File: src/rtl/obstacle_pkg.sv
// Shared constants, sprite indices and FSM encoding for the obstacle scroller.
// Build option OBSTACLE_TRANSPARENT_EN makes TRANSPARENT_KEY pixels see-through.
package obstacle_pkg;

  localparam int SPR_W    = 16;
  localparam int SPR_H    = 16;
  localparam int NUM_SPR  = 4;
  localparam int SEL_W    = 2;
  localparam int COLNUM   = 640;
  localparam int ROW_BASE = 130;
  localparam int ADDR_W   = 16;
  localparam int POS_W    = 12;
  localparam int STEP_W   = 4;
  localparam int COL_W    = 10;
  localparam int ROW_W    = 9;
  localparam int PIX_W    = 12;

  localparam logic [PIX_W-1:0] BG_COLOR        = 12'hfff;
  localparam logic [PIX_W-1:0] TRANSPARENT_KEY = 12'hfff;

  // pos value at which the sprite has completely left the screen
  localparam logic [POS_W-1:0] POS_END = POS_W'(COLNUM + SPR_W);

  localparam logic [SEL_W-1:0] SPR_CACTUS_S = 2'd0;
  localparam logic [SEL_W-1:0] SPR_CACTUS_L = 2'd1;
  localparam logic [SEL_W-1:0] SPR_BIRD_A   = 2'd2;
  localparam logic [SEL_W-1:0] SPR_BIRD_B   = 2'd3;

  typedef enum logic [1:0] {
    IDLE   = 2'd0,
    ARMED  = 2'd1,
    SCROLL = 2'd2,
    DONE   = 2'd3
  } state_t;

  // Advance pos by step, clamped to POS_END.
  function automatic logic [POS_W-1:0] sat_add(input logic [POS_W-1:0] pos,
                                               input logic [STEP_W-1:0] step);
    logic [POS_W:0] sum;
    sum = {1'b0, pos} + {{(POS_W+1-STEP_W){1'b0}}, step};
    if (sum >= {1'b0, POS_END}) return POS_END;
    return sum[POS_W-1:0];
  endfunction

endpackage

File: src/rtl/obstacle_pix_pipe.sv
// Window test, sprite ROM address math and the two-stage colour/hit alignment.
// With OBSTACLE_TRANSPARENT_EN defined, TRANSPARENT_KEY pixels are not drawn or hit.
module obstacle_pix_pipe
  import obstacle_pkg::*;
(
  input  logic              clk,
  input  logic              rst,
  input  logic [COL_W-1:0]  col_addr,
  input  logic [ROW_W-1:0]  row_addr,
  input  logic [POS_W-1:0]  pos,
  input  logic [SEL_W-1:0]  sel_q,
  input  logic              active,
  input  logic [PIX_W-1:0]  rom_data,
  output logic [ADDR_W-1:0] rom_addr,
  output logic [PIX_W-1:0]  dout,
  output logic              pix_hit
);

  localparam logic [POS_W-1:0] WIN_LO  = POS_W'(COLNUM);
  localparam logic [ROW_W-1:0] ROW_TOP = ROW_W'(ROW_BASE - SPR_H + 1);
  localparam logic [ROW_W-1:0] ROW_BOT = ROW_W'(ROW_BASE);

  logic [POS_W-1:0] col_sum;
  logic [POS_W-1:0] col_off;
  logic [ROW_W-1:0] row_off;
  logic             in_win;
  logic             win_d;
  logic             opaque;

  // col+pos lands inside [COLNUM, COLNUM+SPR_W) exactly when the column is on the sprite
  always_comb begin
    col_sum  = {{(POS_W-COL_W){1'b0}}, col_addr} + pos;
    col_off  = col_sum - WIN_LO;
    row_off  = row_addr - ROW_TOP;
    in_win   = active
            && (col_sum >= WIN_LO) && (col_sum < POS_END)
            && (row_addr >= ROW_TOP) && (row_addr <= ROW_BOT);
    rom_addr = '0;
    if (in_win) begin
      rom_addr = ADDR_W'(sel_q) * ADDR_W'(SPR_W * SPR_H)
               + ADDR_W'(row_off) * ADDR_W'(SPR_W)
               + ADDR_W'(col_off);
    end
  end

`ifdef OBSTACLE_TRANSPARENT_EN
  assign opaque = (rom_data != TRANSPARENT_KEY);
`else
  assign opaque = 1'b1;
`endif

  // win_d lines up with rom_data, which arrives one cycle after rom_addr
  always_ff @(posedge clk or posedge rst) begin
    if (rst) begin
      win_d   <= 1'b0;
      pix_hit <= 1'b0;
      dout    <= BG_COLOR;
    end else begin
      win_d   <= in_win;
      pix_hit <= win_d && opaque;
      dout    <= (win_d && opaque) ? rom_data : BG_COLOR;
    end
  end

endmodule

File: src/rtl/obstacle_scroller.sv
// Scrolls one obstacle sprite right-to-left; owns the run FSM and scroll position.
// Build option OBSTACLE_TRANSPARENT_EN enables pixel-accurate transparency.
module obstacle_scroller
  import obstacle_pkg::*;
(
  input  logic              clk,
  input  logic              rst,
  input  logic              tick,
  input  logic              start,
  input  logic [SEL_W-1:0]  sel,
  input  logic [STEP_W-1:0] step,
  input  logic [COL_W-1:0]  col_addr,
  input  logic [ROW_W-1:0]  row_addr,
  output logic [ADDR_W-1:0] rom_addr,
  input  logic [PIX_W-1:0]  rom_data,
  output logic [PIX_W-1:0]  dout,
  output logic              pix_hit,
  output logic              busy,
  output logic              done
);

  state_t             state, state_n;
  logic [POS_W-1:0]   pos, pos_n;
  logic [SEL_W-1:0]   sel_q, sel_n;
  logic [STEP_W-1:0]  step_q, step_n;

  always_ff @(posedge clk or posedge rst) begin
    if (rst) begin
      state  <= IDLE;
      pos    <= POS_END;
      sel_q  <= '0;
      step_q <= STEP_W'(1);
    end else begin
      state  <= state_n;
      pos    <= pos_n;
      sel_q  <= sel_n;
      step_q <= step_n;
    end
  end

  // start overrides everything, including a coincident tick
  always_comb begin
    state_n = state;
    pos_n   = pos;
    sel_n   = sel_q;
    step_n  = step_q;
    if (start) begin
      state_n = ARMED;
      pos_n   = '0;
      sel_n   = sel;
      step_n  = (step == '0) ? STEP_W'(1) : step;
    end else begin
      case (state)
        IDLE: ;
        ARMED: begin
          if (tick) begin
            state_n = SCROLL;
            pos_n   = sat_add(pos, step_q);
          end
        end
        SCROLL: begin
          if (tick) begin
            pos_n = sat_add(pos, step_q);
            if (pos_n == POS_END) state_n = DONE;
          end
        end
        DONE:    state_n = IDLE;
        default: state_n = IDLE;
      endcase
    end
  end

  always_comb begin
    busy = (state == ARMED) || (state == SCROLL);
    done = (state == DONE);
  end

  obstacle_pix_pipe u_pipe (
    .clk      (clk),
    .rst      (rst),
    .col_addr (col_addr),
    .row_addr (row_addr),
    .pos      (pos),
    .sel_q    (sel_q),
    .active   (state != IDLE),
    .rom_data (rom_data),
    .rom_addr (rom_addr),
    .dout     (dout),
    .pix_hit  (pix_hit)
  );

endmodule

File: config.mk
export PLATFORM = sky130hd
export DESIGN_NAME = obstacle_scroller
export DESIGN_NICKNAME = d
export VERILOG_FILES = /design/src/rtl/obstacle_pkg.sv /design/src/rtl/obstacle_pix_pipe.sv /design/src/rtl/obstacle_scroller.sv
export SDC_FILE = /design/constraint.sdc
export NUM_CORES = 1
export LEC_CHECK = 0
export BUFFER_PORTS_ARGS = -buffer_cell sky130_fd_sc_hd__buf_2
export CAP_MARGIN = 20
export CELL_PAD_IN_SITES_DETAIL_PLACEMENT = 0
export CELL_PAD_IN_SITES_GLOBAL_PLACEMENT = 2
export CORE_MARGIN = 2
export CORE_UTILIZATION = 36
export CTS_BUF_LIST = sky130_fd_sc_hd__clkbuf_8
export DETAILED_ROUTE_END_ITERATION = 8
export PLACE_DENSITY = 0.87
export SYNTH_ARGS = -nofsm -noshare
export SYNTH_HDL_FRONTEND = slang
export SYNTH_SLANG_ARGS = --single-unit
File: constraint.sdc
create_clock -name clk -period 8.1 [get_ports clk]
set_input_delay 1.62 -clock clk [delete_from_list [all_inputs] [get_ports clk]]
set_output_delay 1.62 -clock clk [all_outputs]
set_load 0.02 [all_outputs]
## After elaboration in Yosys (flattened, before gate mapping)

Index checks and enable logic that the tools add are counted.

| storage, ports and cells | value |
|---|---|
| bits of input ports | 41 |
| bits in registers | 34 |
| output and inout bits | 31 |

| operators by class | value |
|---|---|
| mux-type cells | 24 |
| order comparisons | 5 |
| reductions and logical operators | 11 |
| eq/ne operators | 7 |
| add/subtract/negate cells | 6 |

Operators with widths:

| kind | number |
|---|---|
| 12-bit two-way mux | 10 |
| 12-bit case mux with 2 select lines | 1 |
| 16-bit by 12-bit adder with 16-bit output | 1 |
| 16-bit two-way mux | 1 |
| 10-bit by 13-bit adder with 14-bit output | 1 |
| 12-bit by 4-bit adder with 13-bit output | 1 |
| 13-bit by 10-bit greater-or-equal comparator with 1-bit output (second input constant) | 1 |
| 10-bit by 12-bit adder with 12-bit output | 1 |
| 12-bit by 10-bit equality test with 1-bit output (second input constant) | 1 |
| 12-bit by 10-bit greater-or-equal comparator with 1-bit output (second input constant) | 1 |
| 12-bit by 10-bit < comparator with 1-bit output (second input constant) | 1 |
| 12-bit by 10-bit subtractor with 12-bit output (second input constant) | 1 |
| 9-bit by 7-bit greater-or-equal comparator with 1-bit output (second input constant) | 1 |
| 9-bit by 8-bit less-or-equal comparator with 1-bit output (second input constant) | 1 |
| 3-bit inequality test (second input constant) | 3 |
| 9-bit by 7-bit subtractor with 9-bit output (second input constant) | 1 |
| 2-bit two-way mux | 4 |
| 1-bit two-way mux | 6 |
| 2-bit case mux with 3 select lines | 1 |
| 2-bit equality test (second input constant) | 2 |
| 1-bit logical AND | 4 |
| 4-bit logical NOT | 1 |
| 4-bit two-way mux | 1 |
| 4-bit AND reduction | 1 |
| 6 further kinds | 6 |

## Depth between registers and ports, before layout

| logic depth | value |
|---|---|
| depth after elaboration | 15 |
| mapped depth | 15 |

## Cells and area by module

A second synthesis with hierarchy kept.

| unflattened totals | value |
|---|---|
| cells, all modules | 343 |
| area total of the unflattened synthesis | 3,223.1 um2 |

Modules (own cells, without submodules):

| module | cells each | sequential area each (um2) | instances | area each (um2) |
|---|---|---|---|---|
| obstacle_pix_pipe | 211 | 365.4 | 1 | 1,915.6 |
| obstacle_scroller | 132 | 505.5 | 1 | 1,307.5 |

## Worst setup path after synthesis

No wires, ideal clock.

| timing path | value |
|---|---|
| kind | input-to-output |
| start | input col_addr[1] |
| end | output rom_addr[13] |
| slack | 1.800 ns |
| required time | 6.480 ns |
| cell stages on the path | 14 |
| arrival time | 4.680 ns |
| buffers on the path | 0 |
| path through | ha_1 > a21oi_1 > nor2_1 > o31ai_1 > a2111oi_0 > nor3_1 > a21oi_1 > xor2_1 > ha_1 > o21ai_0 > nand2b_1 > o31ai_1 > nand3_1 > a21boi_1 |

| between the ends | value |
|---|---|
| word-level cells in the longest chain between the ends | 7 |
| elaborated cells on any way between the ends | 10 |

RTL lines:

| element | RTL line | source |
|---|---|---|
| start: declaration | obstacle_scroller.sv:12 | `input logic [COL_W-1:0] col_addr,` |
| 10-bit by 12-bit adder with 12-bit output * | obstacle_pix_pipe.sv:32 | `col_sum = {{(POS_W-COL_W){1'b0}}, col_addr} + pos;` |
| parallel branches: the longest is 5 deep, another holds 16-bit by 12-bit adder with 16-bit output | n/a |  |
| 16-bit two-way mux * | obstacle_pix_pipe.sv:39 | `if (in_win) begin` |
| end: declaration | obstacle_scroller.sv:14 | `output logic [ADDR_W-1:0] rom_addr,` |

Every way passes the cells marked *.

## Worst setup path after layout

Ends and elaborated chain as after synthesis.

==> PnR_summary.wiki <==
{| class="wikitable"
! Metric !! Value
|-
| Run status || finished, final reports clean
|-
| Remaining max-slew budget at the tightest pin || 0.391
|-
| Arrival time reported for the critical path endpoint || 5.17 ns
|-
| Maximum clock rate || 147 MHz
|-
| Post-route clock skew || 0.00202 ns
|-
| Number of warning messages in the yosys log || 0
|-
| Vias per Instance || 5.27
|-
| CP max-delay cell || sky130_fd_sc_hd__nor3_1
|-
| ANT nets after route || 0
|-
| Count of pins on the block boundary || 72
|-
| Critical path buffer and inverter count || 2
|-
| Via count of the first global-routing pass || 2,575
|-
| Total routing usage reported by global routing || 0.156
|-
| Async S/R FF share, synth || 1.00
|-
| Final worst path period need || 6.79 ns
|-
| Setup repair after global routing missed its margin || no
|-
| Max-cap viol count || 0
|-
| Maximum vdd drop || 142 uV
|-
| Required time of the critical path || 6.48 ns
|-
| Final standard cell area without fillers || 0.00360 mm^2
|-
| Drt pass-1 iters || 4
|-
| Pwr dens || 210 mW/mm^2
|-
| Filler instances || 817
|-
| Worst-path clk slew || 0.07 ns
|-
| Routed Wire Length || 7.04 mm
|-
| Number of clock sinks seen by CTS || 34
|-
| Final Net Count || 490
|-
| Hold Vio Cnt, Final || 0
|-
| Most common library cell in the layout ignoring fill and taps || sky130_fd_sc_hd__buf_2
|-
| Number of standard cells after synthesis || 345
|-
| Path depth of the worst reg2reg path || 7
|-
| Part of the cycle the worst path needs || 0.838
|-
| Clock latency of the later-clocked register in the worst-skew pair || 0.28 ns
|-
| Setup violation total in the final timing report || 0
|-
| Type of the most critical hold path || reg2reg
|-
| Remaining Overflow, GRT || 0
|-
| Count of flip-flops with a built-in enable after synthesis || 0
|-
| Nature of the critical path endpoint || output pin
|-
| Worst hold path endpoint || step_q[2]$_DFFE_PP0P_
|-
| Hold_buf cts || 0
|-
| FF-to-FF setup slack || 4.95 ns
|-
| Terminus of the critical flop-to-flop path || u_pipe.win_d$_DFF_PP0_
|-
| Instance area at placement || 0.00350 mm^2
|-
| CTS Root Cell || sky130_fd_sc_hd__clkbuf_8
|-
| Initial Utilization || 0.373
|-
| Number of antenna violations at the first check in global routing || 0
|-
| Count of pins over their slew limit || 0
|-
| Critical path launch point type || input port
|-
| Adder and majority gate portion of the synthesized area || 0.153
|-
| Post-DP HPWL || 5.79 mm
|-
| Setup TNS || 0 ns
|-
| Count of input and output buffers || 69
|-
| Max stage delay on crit path || 0.58 ns
|-
| Startpoint of the worst-slack reg-to-reg timing path || pos[1]$_DFFE_PP0P_
|-
| Top fanout value on the critical path || 4
|-
| Wire length of the first global-routing pass || 11.5 mm
|-
| Most instantiated flip-flop cell in the synthesis netlist || sky130_fd_sc_hd__dfrtp_1
|-
| Post-CTS resize count || 0
|-
| DRC violations left || 0
|-
| Pin count of the biggest net entering global routing || 35
|-
| Hold path depth || 1
|-
| Multiplexer area fraction after synthesis || 0.0245
|-
| Top cell family by delay on the critical path || compound AO/OA/AOI/OAI gates
|-
| Fraction of layout instances using a drive strength above 1 || 0.258
|-
| Full die area || 0.00927 mm^2
|-
| Synthesized-area fraction occupied by and/or/nand/nor cells || 0.195
|-
| Synthesis-stage register bit count || 34
|-
| Routed WL per cell || 13.5 um
|-
| Seq/Total Area, Yosys || 0.284
|-
| Count of H-tree levels built during CTS || 2
|-
| Num CTS Buffers || 5
|-
| Worst-margin pin slew || 0.899 ns
|-
| Clock tree from TritonCTS || yes
|-
| Launch point of the worst hold path || step_q[2]$_DFFE_PP0P_
|-
| Die X || 96.3 um
|-
| Synthesized cell area || 0.00307 mm^2
|-
| Antenna Cells || 0
|-
| Overall via count from detail_route || 2,738
|-
| Synth-to-layout area growth || 17.3%
|-
| Buffer levels on the longest clock path || 2
|-
| RePlAce Congestion || 0.817
|-
| Synth Area in Compound Gates || 0.225
|-
| Post-Synth XOR/XNOR Area || 0.0743
|-
| Type of the worst setup path || in2out
|-
| Avg Synthesized Cell Area || 8.89 um^2
|-
| Leakage power of the design || 0.00166 uW
|-
| Commonest cells after routing, fill and taps aside || sky130_fd_sc_hd__buf_2 (69), sky130_fd_sc_hd__ha_1 (31), sky130_fd_sc_hd__nor2_1 (28), sky130_fd_sc_hd__a21oi_1 (28), sky130_fd_sc_hd__nand2_1 (22)
|-
| Dominant combinational cell family by area after synthesis || compound AO/OA/AOI/OAI gates
|-
| Vertical die dimension || 96.3 um
|-
| Cell chain of the critical path || buf_2, ha_1, a21oi_1, nor2_1, o31ai_1, a2111oi_0, nor3_1, xor2_1, ha_1, o21ai_0, o21bai_1, o31ai_1, nand3_1, a21boi_1, buf_2
|-
| Count of distinct cell types in the synthesized netlist || 57
|-
| Core box area || 0.00822 mm^2
|-
| Initial detailed-routing violation count || 82
|-
| Total setup buffers inserted after CTS || 0
|-
| Row count || 33
|}
-- flip-flops by register name (all words and copies together) (netlist names) --
| name | cells |
|---|---|
| sel_q | 2 |
| u_pipe.pix_hit | 1 |
| pos | 12 |
| state | 2 |
| step_q | 4 |
| u_pipe.win_d | 1 |
| u_pipe.dout | 12 |
-- where the power goes --
group / switching (uW) / internal [uW]
logic: 232 / 178
clock network: 61.4 / 68.3
registers: 24.2 / 190
total: 318 / 437
-- stage by stage --
stage | setup WS, ns | util | std cells | power, uW | hold slack [ns]
after global placement | 1.41 | 0.426 | 512 | 620 | 0.499
final | 1.31 | 0.438 | 520 | 754 | 0.514
after CTS | 1.31 | 0.438 | 520 | 763 | 0.521
after floorplan | 1.80 | - | 346 | 537 | 0.394
after global routing | 0.999 | 0.438 | 520 | 826 | 0.546
after detailed placement | 1.32 | 0.426 | 512 | 629 | 0.505
-- worst register-to-register path, cell delays in order, from the launching register on --
cell,delay (ns)
sky130_fd_sc_hd__dfrtp_1,0.46
sky130_fd_sc_hd__ha_1,0.30
sky130_fd_sc_hd__a21oi_1,0.19
sky130_fd_sc_hd__nor2_1,0.09
sky130_fd_sc_hd__or4b_1,0.57
sky130_fd_sc_hd__a2111oi_0,0.44
sky130_fd_sc_hd__nor3_1,0.20
sky130_fd_sc_hd__nor4b_4,0.72
-- how the worst max path moves through the flow --
stage	startpoint	endpoint	slack [ns]	cells past startpoint
2_1_floorplan	col_addr[1]	rom_addr[13]	1.80	14
3_3_place_gp	col_addr[1]	rom_addr[13]	1.41	15
3_5_place_dp	col_addr[1]	rom_addr[13]	1.32	15
4_1_cts	col_addr[1]	rom_addr[13]	1.31	15
5_1_grt	col_addr[1]	rom_addr[13]	1.0	15
6_report	col_addr[1]	rom_addr[13]	1.31	15
-- per-layer routing --
metal	share of wire	track usage	up-vias
met5	0	0	-
met3	0.051	0.0243	11
met4	0.016	0.0434	0
met2	0.48	0.274	88
met1	0.45	0.198	1267
li1	-	-	1372
-- logic make-up (layout without fill, tap and decap cells) --
group | Yosys count | count (layout)
and+or+nand+nor | 114 | 114
DFF | 34 | 34
xor gates and xnor gates | 26 | 26
other | 1 | 2
muxes | 7 | 7
buffers and inverters | 30 | 99
adders and majority gates | 35 | 35
AOI/OAI and AO/OA | 98 | 98
-- cells in the mapped netlist, drive strengths merged, types with 2 or more instances --
cell type	number	area, um^2
a2111oi	4	72.6
a211o	2	17.5
a211oi	6	45.0
a21boi	3	22.5
a21o	10	75.1
a21oi	29	149
a221oi	3	26.3
a22oi	2	15.0
and2	15	93.8
and3	2	12.5
buf	6	45.0
clkbuf	4	15.0
dfrtp	18	450
dfstp	16	420
fa	4	80.1
ha	31	388
inv	20	75.1
mux2	4	45.0
mux2i	3	30.0
nand2	22	82.6
nand2b	14	87.6
nand3	6	30.0
nor2	28	105
nor2b	4	25.0
nor3	11	55.1
nor4	3	18.8
o211a	2	20.0
o21a	2	15.0
o21ai	16	80.1
o21bai	4	30.0
o311ai	2	17.5
o31ai	4	30.0
o32ai	2	17.5
or2	4	25.0
or4b	2	23.8
xnor2	16	140
xor2	10	87.6
-- final cells by class --
class	instances	area [um^2]	area share
Sequential cell	34	871	0.242
Timing Repair Buffer	71	360	0.100
Tap cell	105	131	0.0365
Clock inverter	2	12.5	0.00348
Multi-Input combinational cell	282	2060	0.574
Inverter	20	75.1	0.0209
Clock buffer	6	82.6	0.0230
Power figures use the tool's default switching activity.
